### config.mk
export PLATFORM = sky130hd
export DESIGN_NAME = rgb2hsv_seq
export DESIGN_NICKNAME = d
export VERILOG_FILES = /design/src/rtl/rgb2hsv_seq.sv
export SDC_FILE = /design/constraint.sdc
export NUM_CORES = 1
export LEC_CHECK = 0
export CORE_AREA = 5 5 158 160
export DETAILED_ROUTE_END_ITERATION = 8
export DIE_AREA = 0 0 163 165
export SYNTH_ARGS = -nofsm -noshare
export SYNTH_HDL_FRONTEND = slang
export SYNTH_SLANG_ARGS = --single-unit
### constraint.sdc
create_clock -name clk -period 8.7 [get_ports clk]
set_clock_uncertainty 0.1 [all_clocks]
set_input_delay 2.175 -clock clk [delete_from_list [all_inputs] [get_ports clk]]
set_output_delay 2.175 -clock clk [all_outputs]
set_load 0.02 [all_outputs]
### src/rtl/rgb2hsv_seq.sv
// Sequential RGB-to-HSV converter with one shared restoring divider.
// Saturation and hue are divided in turn, 16 cycles each.
module rgb2hsv_seq #(
    parameter int unsigned SECTOR = 43,
    parameter int unsigned G_BASE = 85,
    parameter int unsigned B_BASE = 171
) (
    input  logic        clk,
    input  logic        reset_n,
    input  logic [23:0] in_rgb,
    input  logic        in_valid,
    output logic        in_ready,
    output logic [23:0] out_hsv,
    output logic        out_valid,
    input  logic        out_ready
);

    localparam logic [15:0] SEC = 16'(SECTOR);
    localparam logic [7:0]  GB  = 8'(G_BASE);
    localparam logic [7:0]  BB  = 8'(B_BASE);

    typedef enum logic [2:0] {IDLE, PREP, DIV_S, DIV_H, DONE} state_t;

    state_t      state_q, state_d;
    logic [23:0] rgb_q, rgb_d;
    logic [7:0]  v_q, v_d;
    logic [7:0]  delta_q, delta_d;
    logic [7:0]  abs_q, abs_d;
    logic        neg_q, neg_d;
    logic [7:0]  base_q, base_d;
    logic [7:0]  div_q, div_d;
    logic [7:0]  rem_q, rem_d;
    logic [15:0] quo_q, quo_d;
    logic [3:0]  cnt_q, cnt_d;
    logic [7:0]  s_q, s_d;
    logic [23:0] hsv_q, hsv_d;

    logic [7:0]  r, g, b, mx, mn, dl, an, bs;
    logic        r_max, g_max;
    logic [8:0]  nm;
    logic [8:0]  trial;
    logic        ge;
    logic [7:0]  rem_nx;
    logic [15:0] quo_nx;
    logic [15:0] s_dvd, h_dvd;
    logic [7:0]  h;

    assign in_ready  = reset_n && (state_q == IDLE);
    assign out_valid = (state_q == DONE);
    assign out_hsv   = hsv_q;

    always_comb begin
        r = rgb_q[23:16];
        g = rgb_q[15:8];
        b = rgb_q[7:0];
        // Ties resolve to R first, then G, then B
        r_max = (r >= g) && (r >= b);
        g_max = !r_max && (g >= b);
        mx = r_max ? r : (g_max ? g : b);
        mn = (r <= g) ? ((r <= b) ? r : b) : ((g <= b) ? g : b);
        dl = mx - mn;
        if (r_max) begin
            nm = {1'b0, g} - {1'b0, b};
            bs = 8'd0;
        end else if (g_max) begin
            nm = {1'b0, b} - {1'b0, r};
            bs = GB;
        end else begin
            nm = {1'b0, r} - {1'b0, g};
            bs = BB;
        end
        an = nm[8] ? 8'(-nm) : nm[7:0];

        trial  = {rem_q, quo_q[15]};
        ge     = trial >= {1'b0, div_q};
        rem_nx = ge ? 8'(trial - {1'b0, div_q}) : trial[7:0];
        quo_nx = {quo_q[14:0], ge};

        s_dvd = {8'd0, dl} * 16'd255;
        h_dvd = {8'd0, abs_q} * SEC;
        // Hue wraps modulo 256 on purpose
        h = neg_q ? (base_q - quo_nx[7:0]) : (base_q + quo_nx[7:0]);
    end

    always_comb begin
        state_d = state_q;
        rgb_d   = rgb_q;
        v_d     = v_q;
        delta_d = delta_q;
        abs_d   = abs_q;
        neg_d   = neg_q;
        base_d  = base_q;
        div_d   = div_q;
        rem_d   = rem_q;
        quo_d   = quo_q;
        cnt_d   = cnt_q;
        s_d     = s_q;
        hsv_d   = hsv_q;
        unique case (state_q)
            IDLE: begin
                if (in_valid) begin
                    rgb_d   = in_rgb;
                    state_d = PREP;
                end
            end
            PREP: begin
                v_d     = mx;
                delta_d = dl;
                abs_d   = an;
                neg_d   = nm[8];
                base_d  = bs;
                if (dl == 8'd0) begin
                    hsv_d   = {16'd0, mx};
                    state_d = DONE;
                end else begin
                    div_d   = mx;
                    rem_d   = 8'd0;
                    quo_d   = s_dvd;
                    cnt_d   = 4'd0;
                    state_d = DIV_S;
                end
            end
            DIV_S: begin
                rem_d = rem_nx;
                quo_d = quo_nx;
                cnt_d = cnt_q + 4'd1;
                if (cnt_q == 4'd15) begin
                    s_d     = quo_nx[7:0];
                    div_d   = delta_q;
                    rem_d   = 8'd0;
                    quo_d   = h_dvd;
                    state_d = DIV_H;
                end
            end
            DIV_H: begin
                rem_d = rem_nx;
                quo_d = quo_nx;
                cnt_d = cnt_q + 4'd1;
                if (cnt_q == 4'd15) begin
                    hsv_d   = {h, s_q, v_q};
                    state_d = DONE;
                end
            end
            DONE: begin
                if (out_ready) state_d = IDLE;
            end
            default: state_d = IDLE;
        endcase
    end

    always_ff @(posedge clk) begin
        if (!reset_n) begin
            state_q <= IDLE;
            rgb_q   <= '0;
            v_q     <= '0;
            delta_q <= '0;
            abs_q   <= '0;
            neg_q   <= 1'b0;
            base_q  <= '0;
            div_q   <= '0;
            rem_q   <= '0;
            quo_q   <= '0;
            cnt_q   <= '0;
            s_q     <= '0;
            hsv_q   <= '0;
        end else begin
            state_q <= state_d;
            rgb_q   <= rgb_d;
            v_q     <= v_d;
            delta_q <= delta_d;
            abs_q   <= abs_d;
            neg_q   <= neg_d;
            base_q  <= base_d;
            div_q   <= div_d;
            rem_q   <= rem_d;
            quo_q   <= quo_d;
            cnt_q   <= cnt_d;
            s_q     <= s_d;
            hsv_q   <= hsv_d;
        end
    end

endmodule

Yosys cells after proc, flatten, opt, wreduce, memory -nomap -nowiden
Index checks and enable logic that the tools add are counted.

Register bits: 128. Input bits: 28. Output and inout bits: 26.

$add $sub $neg: 9. Multipliers: 2. $lt $le $gt $ge: 7. Equal/unequal tests: 11. Mux-type cells: 32. Reductions and logical operators: 18.

Operator list (number): two-way mux 8 bit (14); two-way mux 24 bit (2); one-hot mux 16 bit (3 select lines) (1); one-hot mux 24 bit (2 select lines) (1); two-way mux 16 bit (2); subtractor 8 x 8 -> 9 bit (3); >= comparator 8 bit (3); less-or-equal comparator 8 bit (3); one-hot mux 8 bit (3 select lines) (1); subtractor 8 bit (3); two-way mux 9 bit (2); multiplier 8 x 8 -> 16 bit, second input constant (1); one-hot mux 8 bit (2 select lines) (1); two-way mux 3 bit (5); one-hot mux 3 bit (5 select lines) (1); multiplier 8 x 6 -> 14 bit, second input constant (1); != test 2 bit, second input constant (5); >= comparator 9 x 8 -> 1 bit (1); adder 8 bit (1); logical NOT 8 bit (1); negator 8 bit (1); one-hot mux 4 bit (2 select lines) (1); AND reduction 2 bit (4); == test 3 x 2 -> 1 bit, second input constant (2); 14 further kinds (19).

Longest topological paths before layout
Gate-level depths: netlist of the first run.

Word-level depth: 10. Mapped depth: 35. Mapped depth without buffers: 34.

Least setup slack after synthesis of the first run
Ideal clock, no wire load.

Path kind: flip-flop to flip-flop. Start: reg rgb_q[9]. End: reg quo_q[15]. Setup time: 0.086 ns. Arrival: 7.674 ns. Required time: 8.514 ns. Slack: 0.840 ns. Stages on the path, launching flop included: 36. Path buffers: 2. Clock period less this slack: 7.860 ns. Cell sequence: dfxtp_1 inv_1 ha_1 nor2b_1 o311a_1 o221ai_4 a22o_4 buf_6 buf_6 nor2_1 a31oi_2 inv_1 ha_1 fa_1 nor2b_1 o21ai_1 nand2b_1 a21o_1 a21oi_1 xnor2_1 inv_1 fa_1 inv_1 fa_1 inv_1 fa_1 fa_1 inv_1 ha_1 or3_1 o21ai_0 a21oi_1 a31oi_1 o21ai_0 xnor2_1 a211oi_1.

Word-level cells in the longest chain between the ends: 10. Elaborated cells on any way between the ends: 18. Those cells by class: add/sub: 1; mul: 1; order compare: 4; eq/ne: 1; mux: 6; reduce/logical: 5.

Ends and longest elaborated chain: start, declared (line 25) `logic [23:0] rgb_q, rgb_d;`; start signal, assigned (line 168) `rgb_q <= rgb_d;`; >= comparator 8 bit (line 57) `r_max = (r >= g) && (r >= b);`; logical AND 1 bit (line 57); logical NOT 1 bit (line 58) `g_max = !r_max && (g >= b);`; logical AND 1 bit (line 58); two-way mux 8 bit (2 in a row) (line 59) `mx = r_max ? r : (g_max ? g : b);`; subtractor 8 bit (*) (line 61) `dl = mx - mn;`; via dl[6] (line 38) `logic [7:0] r, g, b, mx, mn, dl, an, bs;`; multiplier 8 x 8 -> 16 bit or logical NOT 8 bit (tied branches) (line 79, 112); two-way mux 16 bit or != test 2 bit (tied branches); one-hot mux 16 bit (3 select lines) or AND reduction 2 bit (tied branches); end signal, assigned (line 176) `quo_q <= quo_d;`; end, declared (line 33) `logic [15:0] quo_q, quo_d;`.

Mark *: on every way through the listed nets, which the timed path passes. The rest lies on a longest branch. The select of a mux whose other input is x is not followed. A chain may end at the register's enable or synchronous reset.

Final worst setup path of the first run
Start: reg rgb_q[10]. End: reg quo_q[15].

Word-level cells in the longest chain between the ends: 10. Elaborated cells on any way between the ends: 18. Those cells by class: add/sub: 1; mul: 1; order compare: 4; eq/ne: 1; mux: 6; reduce/logical: 5.

Ends and longest elaborated chain (line): >= comparator 8 bit (57); logical AND 1 bit (57); logical NOT 1 bit (58); logical AND 1 bit (58); two-way mux 8 bit (59); two-way mux 8 bit (*) (59); via mx[1] (38); subtractor 8 bit (*) (61); via dl[7] (38); multiplier 8 x 8 -> 16 bit or logical NOT 8 bit (tied branches) (79, 112); two-way mux 16 bit or != test 2 bit (tied branches); one-hot mux 16 bit (3 select lines) or AND reduction 2 bit (tied branches).

Marks and branches as above.

==> impl_results.md, run 1 <==
- Number of global-route vias before repair: 8720
- Nets: 1532
- Post-route ant nets: 0
- Register area share after synthesis: 23.92%
- Fin crit share: 94.49%
- Worst slew pin tran: 1.162 ns
- Grt ovf: 0
- Top post-synthesis cells by count: nand2_1 (180), inv_1 (140), ha_1 (124)
- P&R area growth vs syn: 14.59%
- Pin count of the biggest net entering global routing: 69
- Worst-Skew Late Latency: 0.42 ns
- Slew Limit Headroom: 22.01%
- Avg WL per Cell: 17.39 um
- Layout cells sized above 1: 6.642%
- Final setup TNS: 0 ns
- Longest Clk Path Bufs: 2
- Chip Width: 163 um
- Drt via density: 5.540
- GPL Wtd Cong: 0.9007
- Data required, critical path: 8.93 ns
- Layout filler cell count: 2317
- Largest cells by area after synthesis: dfxtp_1 (24%), ha_1 (15%), fa_1 (7.4%), nand2_1 (6.6%), a21oi_1 (5.6%)
- Die area: 0.02690 sq mm
- CP endpoint kind: register
- Post-synthesis register bit count: 123
- Die Y: 165 um
- Clock tree root buffer cell: clkbuf_16
- Clock slew seen by the registers of the worst setup and hold paths: 0.06 ns
- Tmin final: 8.221 ns
- Num ports: 54
- Port bufs: 53
- Post-synthesis async set-or-reset flop share: 0%
- Starting density of the core: 44.25%
- Routed wire length: 29110 um
- Slew Limit Fails: 0
- Cell Rows: 56
- CP arrival: 8.45 ns
- Area of the multi-input gates: 0.007078 sq mm
- CP Max Fanout: 27
- Status: complete, no violations
- Dpl cell area: 0.01120 sq mm
- Final number of hold-violating endpoints: 0
- CP dominant cell by count: ha_1
- Clock sinks: 123
- Drt pass-1 iters: 5
- Finished Cell Area: 0.01180 sq mm
- H-tree levels: 4
- Synth unique cells: 70
- Peak Freq: 121.6 MHz
- Critical path's largest stage delay: 0.54 ns
- Worst setup SP type: register
- Residual DRC: 0
- Post-synth top area cell: dfxtp_1
- Area of the core: 0.02326 sq mm
- Register area: 0.002462 sq mm
- Final setup fails: 0
- Ant diodes: 0
- Syn avg cell area: 7.936 sq um
- Hold Slack: 0.3550 ns
- CP max stage cell: fa_1
- Tot GR Track Use: 21.85%
- Synthesis warning total: 0
- Initial antenna violation count: 0
- Total number of vias: 9274
- Final HPWL from detailed placement: 22580 um
- Yosys top cell area share: 23.92%
- Number of synthesized flops with an enable pin: 0
- Synthesized cell area: 0.01029 sq mm
- Hold crit path type: register to register
- Max-cap violations: 0
- TritonCTS buffer count: 17
- Most common cell in the netlist: nand2_1
- Synthesized Nets: 1487
- Dominant synthesized flop cell: dfxtp_1
- CTS tree: yes
- CP Class: register to register
- RSZ-0062 raised after global routing: no
- First-pass GRT wire length: 46800 um
- DR iter-0 viols: 662
- Synth Instances: 1297
## routing by layer
| layer | GRT usage [%] | part of all wire (%) |
|---|---|---|
| met1 | 28.87 | 45 |
| met2 | 37.26 | 48 |
| met3 | 3.469 | 4.7 |
| met4 | 5.871 | 2.0 |
| met5 | 0 | 0 |
## logic make-up after synthesis
| kind of cell | Yosys count | synth area share (%) |
|---|---|---|
| adders and majority gates | 162 | 22.46 |
| DFF | 123 | 23.92 |
| muxes | 9 | 0.9238 |
| buffers and inverters | 197 | 7.427 |
| AOI/OAI and AO/OA | 368 | 24.09 |
| and+or+nand+nor | 382 | 16.41 |
| xor gates and xnor gates | 56 | 4.765 |
## flip-flops by register name, summed over array words and instances, names as in the netlist
name,flops
base_q,3
cnt_q,4
v_q,8
state_q,3
out_hsv,24
delta_q,8
neg_q,1
div_q,8
rgb_q,24
rem_q,8
s_q,8
quo_q,16
abs_q,8
## worst max-delay path, delay by kind of cell (launching register included)
kind                     cells  cell delay [ns]
AO/OA/AOI/OAI               14             2.89
adder cells (fa/ha/maj)      7             2.77
AND/OR/NAND/NOR              7             1.65
flip-flops                   1             0.37
buffers and inverters        3             0.17
XOR/XNOR                     1             0.14
## worst paths after layout
path | startpoint | depth (start not counted) | to | slack [ns]
hold / removal | s_q[3]$_SDFFE_PN0P_ | 2 | s_q[3]$_SDFFE_PN0P_ | 0.36
setup / recovery | rgb_q[10]$_SDFFE_PN0P_ | 32 | quo_q[15]$_SDFFE_PN0P_ | 0.48
setup reg to reg | rgb_q[10]$_SDFFE_PN0P_ | 32 | quo_q[15]$_SDFFE_PN0P_ | 0.48
hold reg to reg | s_q[3]$_SDFFE_PN0P_ | 2 | s_q[3]$_SDFFE_PN0P_ | 0.36
## cell type report
| cell class | instances | area share [%] |
|---|---|---|
| repair buffers | 80 | 6.216 |
| clock buffers | 19 | 3.755 |
| inverters | 143 | 4.561 |
| clock inverters | 13 | 1.199 |
| well taps | 319 | 3.384 |
| multi-input cells | 977 | 60.01 |
| flip-flops and latches | 123 | 20.88 |
## per-stage QoR
stage	std cells	setup slack, ns	utilization [%]
6_report	1674	0.4794	50.70
5_1_grt	1674	0.01432	50.70
4_1_cts	1673	0.3187	50.66
3_5_place_dp	1641	0.3640	48.14
3_3_place_gp	1641	0.5378	48.14
2_1_floorplan	1297	0.8404	-
## cells in the final DEF, fill, tap and decap left out, drive strengths merged, types with 4 or more instances in the layout
master,instances
nand2b,8
ha,124
a211oi,17
or3,13
clkbuf,19
nand3,32
a21o,16
fa,38
xor2,18
a31oi,21
nor2,82
o31ai,4
inv,145
o2bb2ai,6
clkinv,6
nand2,180
clkdlybuf4s50,53
a221oi,10
a222oi,5
nand4,6
mux2i,8
and2,4
a21oi,117
a211o,11
o21ai,72
xnor2,38
buf,27
and3,8
o21a,15
a22oi,23
nor2b,15
nor3,21
o211ai,6
a311oi,12
a21boi,7
dfxtp,123
## what timing repair did
item                       4_1_cts  5_1_grt
setup buffers                    0        1
setup endpoints to repair        0        3
hold buffers                     0        0
gates resized for setup          0        1
Power of run 1 is not shown: default switching activity piles up to over one toggle a cycle in this logic, so the estimate is an artifact.
==> run 2: changes to the inputs <==
Settings changed: CORE_AREA 5 5 158 160 to 5 5 180 182, DIE_AREA 0 0 163 165 to 0 0 185 187, PLACE_DENSITY set to 0.55.
==> impl_results.md, run 2 (synthesis results as in run 1) <==
- Port bufs: 53 (unchanged)
- CTS tree: yes
- Area of the core: 0.03043 sq mm (+31%)
- Pin count of the biggest net entering global routing: 99 (+43%)
- Commonest non-fill, non-tap cell in the layout: nand2_1
- Fin crit share: 94.25% (-0.24 points)
- Critical path's largest stage delay: 0.54 ns (about the same)
- Drt via density: 5.326 (-3.9%)
- Clock slew seen by the registers of the worst setup and hold paths: 0.06 ns (about the same)
- Num ports: 54 (unchanged)
- Number of global-route vias before repair: 8916 (+2.2%)
- Slew Limit Fails: 0 (unchanged)
- P&R area growth vs syn: 15.34%
- Slew Limit Headroom: 22.28% (+0.27 points)
- Routed wire length: 29930 um (+2.8%)
- Grt ovf: 0 (unchanged)
- Die Y: 187 um (+13%)
- Drt pass-1 iters: 8 (+3)
- Residual DRC: 0 (unchanged)
- Longest Clk Path Bufs: 2 (unchanged)
- Final number of hold-violating endpoints: 0 (unchanged)
- Peak Freq: 122.0 MHz (+0.25%)
- CP arrival: 8.44 ns (about the same)
- CTS Hold Buffers Added: 0 (unchanged)
- Die area: 0.03460 sq mm (+29%)
- Status: complete, no violations
- Layout cells sized above 1: 6.790% (+0.15 points)
- First-pass GRT wire length: 48200 um (+3.0%)
- CP max stage cell: fa_1
- GPL Wtd Cong: 0.9970 (+11%)
- Tot GR Track Use: 17.35% (-4.5 points)
- Initial antenna violation count: 0 (unchanged)
- Hold_sp: v_q[1]$_SDFFE_PN0N_
- Most frequent cells in the layout: nand2_1 (180), inv_1 (140), ha_1 (124)
- Clock tree root buffer cell: clkbuf_16
- Worst setup SP type: register
- Final setup TNS: 0 ns (unchanged)
- Data required, critical path: 8.94 ns (about the same)
- Ant diodes: 0 (unchanged)
- Total number of vias: 9325 (+0.55%)
- Starting density of the core: 33.83% (-10 points)
- H-tree levels: 4 (unchanged)
- Clock sinks: 123 (unchanged)
- Hold crit path type: register to register
- RSZ-0062 raised after global routing: no
- Tmin final: 8.200 ns (-0.02062 ns)
- CP Max Fanout: 6 (-78%)
- Final HPWL from detailed placement: 23230 um (+2.9%)
- DR iter-0 viols: 675 (+2.0%)
- Worst-Skew Late Latency: 0.45 ns (+0.03 ns)
- Worst slew pin tran: 1.158 ns (-0.004044 ns)
- CP Class: register to register
- R2r startpoint: rgb_q[17]$_SDFFE_PN0P_
- Avg WL per Cell: 17.09 um (-1.7%)
- Final setup fails: 0 (unchanged)
- Nets: 1532 (unchanged)
- CP endpoint kind: register
- Layout filler cell count: 3186 (+38%)
- Post-route ant nets: 0 (unchanged)
- Max-cap violations: 0 (unchanged)
- Chip Width: 185 um (+13%)
- Cell Rows: 64 (+14%)
- TritonCTS buffer count: 17 (unchanged)
- CP Launch Point: rgb_q[17]$_SDFFE_PN0P_
==> run 2: changes by cell type in the layout (fill, tap and decap cells not counted), sizes merged <==
cell / previous run / this run
clkbuf: 19 / 17
clkinv: 6 / 4
a22o: 2 / 3
bufinv: 2 / 1
inv: 145 / 149
buf: 27 / 26
clkinvlp: 3 / 4
==> run 2: timing repair <==
action,CTS,global route
setup endpoints to repair,0,2
gates resized for setup,0,2
buffers inserted,0,0
==> run 2: metrics by stage <==
stage	worst slack (ns)	util (%)	cells	hold slack (ns)	instance area (sq um)
after floorplan	0.8404	-	1297	0.3330	10290
after global placement	0.5660	37.12	1718	0.3461	11300
after detailed placement	0.4199	37.12	1718	0.3481	11300
after CTS	0.3808	38.97	1750	0.3569	11860
final	0.5000	39.02	1751	0.3564	11870
after global routing	0.04034	39.02	1751	0.3749	11870
==> run 2: worst paths after layout <==
kind | end | slack [ns] | cells past startpoint
setup / recovery | quo_q[15]$_SDFFE_PN0P_ | 0.50 | 34
hold / removal | v_q[1]$_SDFFE_PN0N_ | 0.36 | 2
setup reg to reg | quo_q[15]$_SDFFE_PN0P_ | 0.50 | 34
hold reg to reg | v_q[1]$_SDFFE_PN0N_ | 0.36 | 2
==> run 2: critical path: cells and delay by family (launching register included) <==
kind                       cells  cell delay [ns]
and+or+nand+nor                8             1.60
DFF                            1             0.50
xor gates and xnor gates       1             0.14
AOI/OAI and AO/OA             13             2.56
buffers and inverters          4             0.29
adders and majority gates      7             2.77
muxes                          1             0.15
==> run 2: area by class of cell <==
| class | count | area, sq um | area share, % |
|---|---|---|---|
| Multi-Input combinational cell | 978 | 7088 | 59.70 |
| Sequential cell | 123 | 2464 | 20.75 |
| Timing Repair Buffer | 79 | 725.7 | 6.112 |
| Inverter | 143 | 538.0 | 4.532 |
| Tap cell | 396 | 495.5 | 4.173 |
| Clock buffer | 17 | 425.4 | 3.583 |
| Clock inverter | 15 | 136.4 | 1.149 |
==> run 2: metal layers <==
metal  track usage (%)  part of all wire [%]  up-vias
li1                  -                     -     4633
met1             23.62                    46     4447
met2             27.93                    47      197
met3             3.053                   3.9       48
met4             5.449                   2.7        0
met5                 0                     0        -
Power of run 2 is left out for the same reason.
==> run 3: changes to the inputs <==
--- a/config.mk
+++ b/config.mk
@@ -8,2 +8,3 @@
 export CORE_AREA = 5 5 180 182
+export CTS_BUF_LIST = sky130_fd_sc_hd__clkbuf_16
 export DETAILED_ROUTE_END_ITERATION = 8
==> constraint.sdc (replaced) <==
create_clock -name clk -period 8.7 [get_ports clk]
set_clock_uncertainty 0.1 [all_clocks]
set_input_delay 0.87 -clock clk [delete_from_list [all_inputs] [get_ports clk]]
set_output_delay 0.87 -clock clk [all_outputs]
set_load 0.02 [all_outputs]
==> results of run 3 <==
No change in the layout: final DEF, timing and power equal those of run 2.
Power of run 3 is left out for the same reason.
